### config.mk
export PLATFORM = sky130hd
export DESIGN_NAME = uart_tx_sched_flat
export DESIGN_NICKNAME = d
export VERILOG_FILES = /design/src/rtl/uart_tx_sched_if.sv /design/src/rtl/uart_tx_sched.sv /design/src/flat_wrapper.sv
export SDC_FILE = /design/constraint.sdc
export NUM_CORES = 1
export LEC_CHECK = 0
export ABC_AREA = 1
export CAP_MARGIN = 20
export CORE_AREA = 3 3 115 117
export CTS_CLUSTER_SIZE = 24
export DETAILED_ROUTE_END_ITERATION = 7
export DIE_AREA = 0 0 118 120
export GPL_ROUTABILITY_DRIVEN = 1
export GPL_TIMING_DRIVEN = 0
export HOLD_SLACK_MARGIN = 0.08
export SLEW_MARGIN = 25
export SYNTH_ARGS = -nofsm -noshare
export SYNTH_HDL_FRONTEND = slang
export SYNTH_SLANG_ARGS = --single-unit
### constraint.sdc
create_clock -name clk -period 2.8 [get_ports clk]
set_input_delay 0.56 -clock clk [delete_from_list [all_inputs] [get_ports clk]]
set_output_delay 0.56 -clock clk [all_outputs]
set_load 0.05 [all_outputs]
### src/rtl/uart_tx_sched_if.sv
// Channel and transmitter handshake bundle for the two-channel UART transmit scheduler.
// The master side is the environment; the slave side is the scheduler.
interface uart_tx_sched_if;
  logic       en;
  logic       c0_valid;
  logic [7:0] c0_dat;
  logic       c0_ready;
  logic       c1_valid;
  logic [7:0] c1_dat;
  logic       c1_ready;
  logic       tx_send;
  logic [7:0] tx_dat;
  logic       tx_busy;
  logic       tx_done;
  logic [1:0] gnt;
  logic [1:0] pend;

  modport master (
    output en, c0_valid, c0_dat, c1_valid, c1_dat, tx_busy, tx_done,
    input  c0_ready, c1_ready, tx_send, tx_dat, gnt, pend
  );

  modport slave (
    input  en, c0_valid, c0_dat, c1_valid, c1_dat, tx_busy, tx_done,
    output c0_ready, c1_ready, tx_send, tx_dat, gnt, pend
  );
endinterface

### src/rtl/uart_tx_sched.sv
// Two-channel byte scheduler feeding one UART transmitter: per-channel FIFOs,
// round-robin arbitration and an IDLE/ISSUE/WAIT frame sequencer.
module uart_tx_sched #(
  parameter int DEPTH = 4,
  parameter int AW    = 2
) (
  input logic          clk,
  input logic          rst,
  uart_tx_sched_if.slave bus
);
  typedef enum logic [1:0] {IDLE, ISSUE, WAIT} state_t;

  state_t          state_reg, state_next;
  logic [1:0]      valid, push, pop, ready, pend;
  logic [1:0][7:0] dat, head;
  logic [7:0]      tx_dat_reg;
  logic [1:0]      gnt_reg;
  logic            last_gnt_reg;
  logic            sel;

  assign valid  = {bus.c1_valid, bus.c0_valid};
  assign dat[0] = bus.c0_dat;
  assign dat[1] = bus.c1_dat;

  generate
    for (genvar gi = 0; gi < 2; gi++) begin : g_fifo
      logic [7:0]    mem [DEPTH];
      logic [AW-1:0] rd_ptr_reg, wr_ptr_reg;
      logic [AW:0]   count_reg;

      assign ready[gi] = (count_reg != (AW+1)'(DEPTH));
      assign pend[gi]  = (count_reg != '0);
      assign push[gi]  = valid[gi] & ready[gi];
      assign head[gi]  = mem[rd_ptr_reg];

      // Storage carries no reset; the pointers and count alone define contents.
      always_ff @(posedge clk) begin
        if (push[gi]) begin
          mem[wr_ptr_reg] <= dat[gi];
        end
      end

      always_ff @(posedge clk) begin
        if (!rst) begin
          rd_ptr_reg <= '0;
          wr_ptr_reg <= '0;
          count_reg  <= '0;
        end else begin
          if (push[gi]) begin
            wr_ptr_reg <= wr_ptr_reg + AW'(1);
          end
          if (pop[gi]) begin
            rd_ptr_reg <= rd_ptr_reg + AW'(1);
          end
          case ({push[gi], pop[gi]})
            2'b10:   count_reg <= count_reg + (AW+1)'(1);
            2'b01:   count_reg <= count_reg - (AW+1)'(1);
            default: count_reg <= count_reg;
          endcase
        end
      end
    end
  endgenerate

  // Round-robin: a lone pending channel wins, otherwise the one not served last.
  always_comb begin
    state_next = state_reg;
    pop        = '0;
    sel        = (pend == 2'b11) ? ~last_gnt_reg : pend[1];
    case (state_reg)
      IDLE: begin
        if (bus.en && !bus.tx_busy && (pend != 2'b00)) begin
          state_next = ISSUE;
          pop[sel]   = 1'b1;
        end
      end
      ISSUE:   state_next = WAIT;
      WAIT: begin
        if (bus.tx_done) begin
          state_next = IDLE;
        end
      end
      default: state_next = IDLE;
    endcase
  end

  always_ff @(posedge clk) begin
    if (!rst) begin
      state_reg    <= IDLE;
      tx_dat_reg   <= 8'h00;
      gnt_reg      <= 2'b00;
      last_gnt_reg <= 1'b1;
    end else begin
      state_reg <= state_next;
      if (pop != 2'b00) begin
        tx_dat_reg <= head[sel];
        gnt_reg    <= sel ? 2'b10 : 2'b01;
      end else if (state_reg == WAIT && bus.tx_done) begin
        last_gnt_reg <= gnt_reg[1];
        gnt_reg      <= 2'b00;
      end
    end
  end

  assign bus.c0_ready = ready[0];
  assign bus.c1_ready = ready[1];
  assign bus.pend     = pend;
  assign bus.tx_send  = (state_reg == ISSUE);
  assign bus.tx_dat   = tx_dat_reg;
  assign bus.gnt      = gnt_reg;
endmodule
### src/flat_wrapper.sv
// flat-port wrapper written by rule: the top's interface ports become plain ports
module uart_tx_sched_flat 
#(
  parameter int DEPTH = 4,
  parameter int AW    = 2
)
  (clk, rst, bus_en, bus_c0_valid, bus_c0_dat, bus_c1_valid, bus_c1_dat, bus_tx_busy, bus_tx_done, bus_c0_ready, bus_c1_ready, bus_tx_send, bus_tx_dat, bus_gnt, bus_pend);
  uart_tx_sched_if bus_i ();
  input logic clk;
  input logic rst;
  input wire logic [$bits(bus_i.en)-1:0] bus_en;
  input wire logic [$bits(bus_i.c0_valid)-1:0] bus_c0_valid;
  input wire logic [$bits(bus_i.c0_dat)-1:0] bus_c0_dat;
  input wire logic [$bits(bus_i.c1_valid)-1:0] bus_c1_valid;
  input wire logic [$bits(bus_i.c1_dat)-1:0] bus_c1_dat;
  input wire logic [$bits(bus_i.tx_busy)-1:0] bus_tx_busy;
  input wire logic [$bits(bus_i.tx_done)-1:0] bus_tx_done;
  output wire logic [$bits(bus_i.c0_ready)-1:0] bus_c0_ready;
  output wire logic [$bits(bus_i.c1_ready)-1:0] bus_c1_ready;
  output wire logic [$bits(bus_i.tx_send)-1:0] bus_tx_send;
  output wire logic [$bits(bus_i.tx_dat)-1:0] bus_tx_dat;
  output wire logic [$bits(bus_i.gnt)-1:0] bus_gnt;
  output wire logic [$bits(bus_i.pend)-1:0] bus_pend;
  assign bus_i.en = bus_en;
  assign bus_i.c0_valid = bus_c0_valid;
  assign bus_i.c0_dat = bus_c0_dat;
  assign bus_i.c1_valid = bus_c1_valid;
  assign bus_i.c1_dat = bus_c1_dat;
  assign bus_i.tx_busy = bus_tx_busy;
  assign bus_i.tx_done = bus_tx_done;
  assign bus_c0_ready = bus_i.c0_ready;
  assign bus_c1_ready = bus_i.c1_ready;
  assign bus_tx_send = bus_i.tx_send;
  assign bus_tx_dat = bus_i.tx_dat;
  assign bus_gnt = bus_i.gnt;
  assign bus_pend = bus_i.pend;
  uart_tx_sched #(.DEPTH(DEPTH), .AW(AW)) u_core (.clk(clk), .rst(rst), .bus(bus_i));
endmodule
Yosys cells after proc, flatten, opt, wreduce, memory -nomap -nowiden
Memories as Yosys holds them, arrays and structs flattened. A register that Yosys moved wholly into a read port is not among the register bits.
Index checks and enable logic that the tools add are counted.
{"block": "word_totals", "ff_bits": 27, "ramBits": 64, "input_bits": 23, "output_inout_bits": 15, "elab_cells": 75, "n_memories": 2}
{"name": "u_core.g_fifo[0].mem", "depth": 4, "word_bits": 8, "rd": 1, "rd_ports_with_merged_regs": 1, "wr": 1, "line_no": "uart_tx_sched.sv:27", "rtl": "logic [7:0] mem [DEPTH];"}
{"name": "u_core.g_fifo[1].mem", "depth": 4, "word_bits": 8, "rd": 1, "rd_ports_with_merged_regs": 1, "wr": 1, "line_no": "uart_tx_sched.sv:27"}
{"block": "classes", "n_addsub": 8, "n_lt_le_gt_ge": 2, "n_eq_ne": 11, "mux": 23, "n_bitwise": 4, "n_reduce_logical": 15}
{"op": "$mux W2", "count": 11}
{"op": "$mux W8", "count": 2}
{"op": "$pmux W3 S2", "count": 2}
{"op": "$reduce_bool A2 Y1", "count": 5}
{"op": "$add A2 B1 Y2 const B", "count": 4}
{"op": "$eq A2 B2 Y1 const B", "count": 4}
{"op": "$add A3 B1 Y3 const B", "count": 2}
{"op": "$eq A2 B1 Y1 const B", "count": 3}
{"op": "$mux W1", "count": 6}
{"op": "$ne A3 B3 Y1 const B", "count": 2}
{"op": "$pmux W2 S3", "count": 1}
{"op": "$reduce_bool A3 Y1", "count": 2}
{"op": "$sub A3 B1 Y3 const B", "count": 2}
{"op": "$logic_and A1 B1 Y1", "count": 4}
{"op": "$reduce_and A2 Y1", "count": 2}
{"op": "$and A1 B1 Y1", "count": 2}
{"op": "$logic_not A2 Y1", "count": 1}
{"op": "$lt A1 B2 Y1 const B", "count": 1}
{"op": "$ne A2 B1 Y1 const B", "count": 1}
{"op": "$ne A2 B2 Y1 const B", "count": 1}
{"op": "$not A1 Y1", "count": 2}
{"op": "$demux W1 S1", "count": 1}
{"op": "$ge A1 B1 Y1 const B", "count": 1}
{"op": "$logic_not A1 Y1", "count": 1}

Depth between registers and ports, before layout
{"block": "logic_depth", "ltp_word": 12, "ltp_mapped": 12, "ltp_nobuf": 12}

Worst setup path before layout
Ideal clock, no wire load.
{"block": "synth_timing", "path_kind": "flip-flop to flip-flop", "from": "reg u_core.g_fifo[0].count_reg[0]", "to": "reg u_core.g_fifo[0].count_reg[2]", "setup_ps": 122, "t_arrival_ps": 2237, "required_time_ps": 2678, "path_slack_ps": 441, "path_stages_with_launch": 10, "path_buffers": 0, "path_cell_list": "dfxtp_1 inv_2 nand3_1 nand2_1 ha_1 fa_1 a21oi_1 o21ai_0 o21ai_0 a21oi_1"}
{"block": "synth_via", "elab_cells_between_ends": 20, "cone_classes": "add/sub (2); order compare (2); eq/ne (4); mux (6); bitwise (1); reduce/logical (5)"}
{"item": "start, declared", "line_no": "uart_tx_sched.sv:29", "rtl": "logic [AW:0] count_reg;"}
{"item": "start signal, assigned", "line_no": "uart_tx_sched.sv:56", "rtl": "2'b10: count_reg <= count_reg + (AW+1)'(1);"}
{"item": "start signal, assigned", "line_no": "uart_tx_sched.sv:57", "rtl": "2'b01: count_reg <= count_reg - (AW+1)'(1);"}
{"item": "start signal, assigned", "line_no": "uart_tx_sched.sv:58", "rtl": "default: count_reg <= count_reg;"}
{"item": "$ne A3 B3 Y1 (*)", "line_no": "uart_tx_sched.sv:31", "rtl": "assign ready[gi] = (count_reg != (AW+1)'(DEPTH));"}
{"item": "named net bus_c0_ready", "line_no": "flat_wrapper.sv:18", "rtl": "output wire logic [$bits(bus_i.c0_ready)-1:0] bus_c0_ready;"}
{"item": "$and A1 B1 Y1 (*)", "line_no": "uart_tx_sched.sv:33", "rtl": "assign push[gi] = valid[gi] & ready[gi];"}
{"item": "$eq A2 B1 Y1 / $eq A2 B2 Y1 (equally long branches)", "line_no": "uart_tx_sched.sv:55", "rtl": "case ({push[gi], pop[gi]})"}
{"item": "$pmux W3 S2 / $reduce_bool A2 Y1 (equally long branches)"}
Mark *: on every way through the listed nets, which the timed path passes. The rest lies on a longest branch.
A chain may end at the register's enable or synchronous reset.

Worst setup path in the final report
{"block": "layout_timing", "from": "in bus_tx_busy", "to": "reg u_core.g_fifo[0].count_reg[2]"}
{"block": "layout_via", "elab_chain_cells": 7, "elab_cells_between_ends": 9, "cone_classes": "eq/ne (2); mux (3); reduce/logical (4)"}
{"item": "start, declared", "line_no": "flat_wrapper.sv:16", "rtl": "input wire logic [$bits(bus_i.tx_busy)-1:0] bus_tx_busy;"}
{"item": "$logic_not A1 Y1 (*)", "line_no": "uart_tx_sched.sv:72", "rtl": "if (bus.en && !bus.tx_busy && (pend != 2'b00)) begin"}
{"item": "$logic_and A1 B1 Y1 (*) (2 in a row)", "line_no": "uart_tx_sched.sv:72"}
{"item": "$mux W2 (*)", "line_no": "uart_tx_sched.sv:72"}
{"item": "$mux W2 (*)", "line_no": "uart_tx_sched.sv:70", "rtl": "case (state_reg)"}
{"item": "named net u_core.pop[0]", "line_no": "uart_tx_sched.sv:14", "rtl": "logic [1:0] valid, push, pop, ready, pend;"}
{"item": "$eq A2 B1 Y1 / $eq A2 B2 Y1 (equally long branches)", "line_no": "uart_tx_sched.sv:55"}
{"item": "$pmux W3 S2 / $reduce_bool A2 Y1 (equally long branches)"}
Marked as above.

==> flow_metrics.env <==
export IMPL_n_fill_cell=1202
export IMPL_min_period_ns=2.42
export IMPL_utilization_pct=41.6
export IMPL_status="complete, no violations"
export IMPL_post_cts_setup_buffers=0
export IMPL_power_leakage_nw=2.24
export IMPL_vias_per_cell=4.34
export IMPL_drive_gt1_share_pct=11.0
export IMPL_path_clk_slew_ns=0.06
export IMPL_ir_worst_vdd_mv=0.383
export IMPL_syn_area_sq_um=4270
export IMPL_start_util_pct=34.2
export IMPL_setup_viol=0
export IMPL_pwr_share_clk_pct=36.4
export IMPL_finalWorstSetupSlack_ns=0.378
export IMPL_syn_avg_cell_area_sq_um=9.52
export IMPL_detailed_place_hpwl_mm=5.87
export IMPL_routedWlPerCell_um=12.0
export IMPL_mostFrequentLayoutCells="120 x nand2_1, 78 x inv_1, 64 x edfxtp_1"
export IMPL_grt_setup_unrepaired="false"
export IMPL_vias=2923
export IMPL_drt_pre_antenna_iters=4
export IMPL_worstSkewPairLatency_ns=0.34
export IMPL_critPathKind="in2reg"
export IMPL_die_area_sq_um=14200
export IMPL_stdcell_count=673
export IMPL_drc=0
export IMPL_slew_viol_final=0
export IMPL_nets=531
export IMPL_first_iter_violations=125
export IMPL_dp_cells=657
export IMPL_ant_nets=0
export IMPL_critPathArrivalTime_ns=2.65
export IMPL_startpoint="bus_tx_busy"
export IMPL_wl_mm=8.10
export IMPL_path_cells="clkdlybuf4s50_1, nor2_2, nand3_4, clkinv_4, nand2_4, nor2_4, ha_1, fa_1, a21oi_1, o21ai_0, o21ai_0, a21oi_1"
export IMPL_fmax_mhz=413
export IMPL_grt_max_degree=16
export IMPL_worstMarginPinSlew_ns=0.798
export IMPL_place_ws_ns=0.0463
export IMPL_cts_tree="built"
export IMPL_endpoint_kind="flip-flop"
export IMPL_maxCapViolCount=0
export IMPL_cpLargestDelayFamily="adder cells"
export IMPL_hold_path_class="reg2reg"
export IMPL_area_growth_pct=21.6
export IMPL_ff2ff_setup_slack_ns=0.53
export IMPL_gp_congestion=0.748
export IMPL_layout_commonest_cell="nand2_1"
export IMPL_crit_cells=12
export IMPL_critPathBufInv=2
export IMPL_grt_pass1_vias=2734
export IMPL_synth_distinct_cells=28
export IMPL_min_from="u_core.g_fifo[1].rd_ptr_reg[1]"
export IMPL_largest_register_ffs=64
export IMPL_antenna_found_initial=0
export IMPL_cts_num_sinks=95
export IMPL_io_pins=38
export IMPL_htreeDepth=3
export IMPL_cp_max_fo=9
export IMPL_cellPowerDensity_nw_per_um2=717
export IMPL_p_sw_mw=1.01
export IMPL_pwr_share_seq_pct=44.4
export IMPL_overflow=0
export IMPL_grt_use_total_pct=12.0
export IMPL_worstRegToRegCells=10
export IMPL_dieHeight_um=120
export IMPL_critPathLaunchType="input pin"
export IMPL_num_antenna_cells=0
export IMPL_die_w_um=118
export IMPL_timing_rr_end="u_core.g_fifo[0].count_reg[2]"
export IMPL_cts_root_buf="clkbuf_16"
export IMPL_cts_resized_gates=0
export IMPL_port_buffers=37
export IMPL_fin_skew_ns=0.00734
export IMPL_yosys_warnings=0
export IMPL_required_ns=3.03
export IMPL_slowest_stage="clkdlybuf4s50_1"
export IMPL_clockBufferDepth=2
export IMPL_power_frac_comb_pct=19.2
export IMPL_rr_startpoint="u_core.g_fifo[0].count_reg[1]"
export IMPL_synth_seq_area_share_pct=59.6
export IMPL_syn_nets=483
export IMPL_netlist_instances=448
export IMPL_worstSetupEndpoint="u_core.g_fifo[0].count_reg[2]"
export IMPL_holdBufCountCts=0
export IMPL_rows=41
export IMPL_fin_crit_sh_pct=86.5
export IMPL_finalHoldViolations=0
export IMPL_cts_buffers_inserted=9
export IMPL_synth_seq_cells=95
export IMPL_slew_limit_headroom_pct=46.6
export IMPL_tns_ns=0
export IMPL_switching_share_pct=27.1
export IMPL_grt_pass1_wl_mm=13.3
export IMPL_max_stage_delay_ns=0.47
export IMPL_p_int_mw=2.71
export IMPL_core_area_sq_um=12500
synthesized netlist by cell type (all sizes together):
library cell    n  area share, %
nor3            1           0.12
xor2            2           0.41
nand2         131             12
fa              2           0.94
nand4           1           0.15
edfxtp         64             45
a21oi          19            2.5
clkinv          1           0.21
inv            86            7.6
clkbuf          1          0.088
o21ai          11            1.3
dfxtp          31             15
nor2           22            2.8
o21a            1           0.18
buf            10            1.7
nand3          55            7.3
ha             10            2.9
per-stage QoR:
| stage | area (sq um) | total power, mW | hold WS, ns |
|---|---|---|---|
| floorplan | 4270 | 2.18 | 0.465 |
| global placement | 4850 | 2.39 | 0.478 |
| detailed placement | 4850 | 2.40 | 0.489 |
| CTS | 5190 | 3.76 | 0.504 |
| global route | 5190 | 3.89 | 0.522 |
| finish | 5190 | 3.72 | 0.503 |
how the worst min path moves through the flow:
stage	endpoint	slack, ns	cells after the start
final	u_core.g_fifo[1].rd_ptr_reg[1]	0.50	2
after detailed placement	u_core.bus.gnt[0]	0.49	2
after global routing	u_core.bus.gnt[0]	0.52	2
after floorplan	flip-flop	0.46	2
after global placement	u_core.g_fifo[1].rd_ptr_reg[1]	0.48	2
after CTS	u_core.bus.gnt[0]	0.50	2
kinds of logic (layout without fill, tap and decap cells):
kind of cell	count (synthesis)	in the layout	share of synthesized area [%]
DFF	95	95	59.6
adders and majority gates	12	12	3.87
AOI/OAI and AO/OA	31	31	3.96
buffers and inverters	98	151	9.59
and+or+nand+nor	210	210	22.6
xor gates and xnor gates	2	2	0.411
worst min-delay path, cell delays in order (launching register included):
cell	delay (ns)
dfxtp_1	0.32
nand2_1	0.06
a21oi_1	0.07
layout make-up:
cell class              instances  area (sq um)  share of cell area (%)
flip-flops and latches         95          2540                    49.0
multi-input cells             255          1320                    25.3
repair buffers                 37           370                    7.14
inverters                      87           332                    6.39
clock buffers                  10           229                    4.41
well taps                     172           215                    4.15
clock inverters                 6           109                    2.10
plain buffers                  11          77.6                    1.49
power groups by stage:
stage               combinational [mW]  clock, mW  sequential, mW
floorplan                        0.444          0            1.74
global placement                 0.705          0            1.68
detailed placement               0.717          0            1.68
CTS                              0.722       1.38            1.65
global route                     0.797       1.43            1.66
finish                           0.713       1.36            1.65
routing by layer:
| layer | vias to the layer above | global-route usage (%) | part of all wire (%) |
|---|---|---|---|
| met5 | - | 0 | 0 |
| met4 | 0 | 5.79 | 2.1 |
| met3 | 12 | 2.73 | 3.6 |
| met2 | 53 | 18.8 | 48 |
| met1 | 1335 | 15.8 | 47 |
| li1 | 1523 | - | - |
Note: power is estimated with default switching activity, not from simulation.
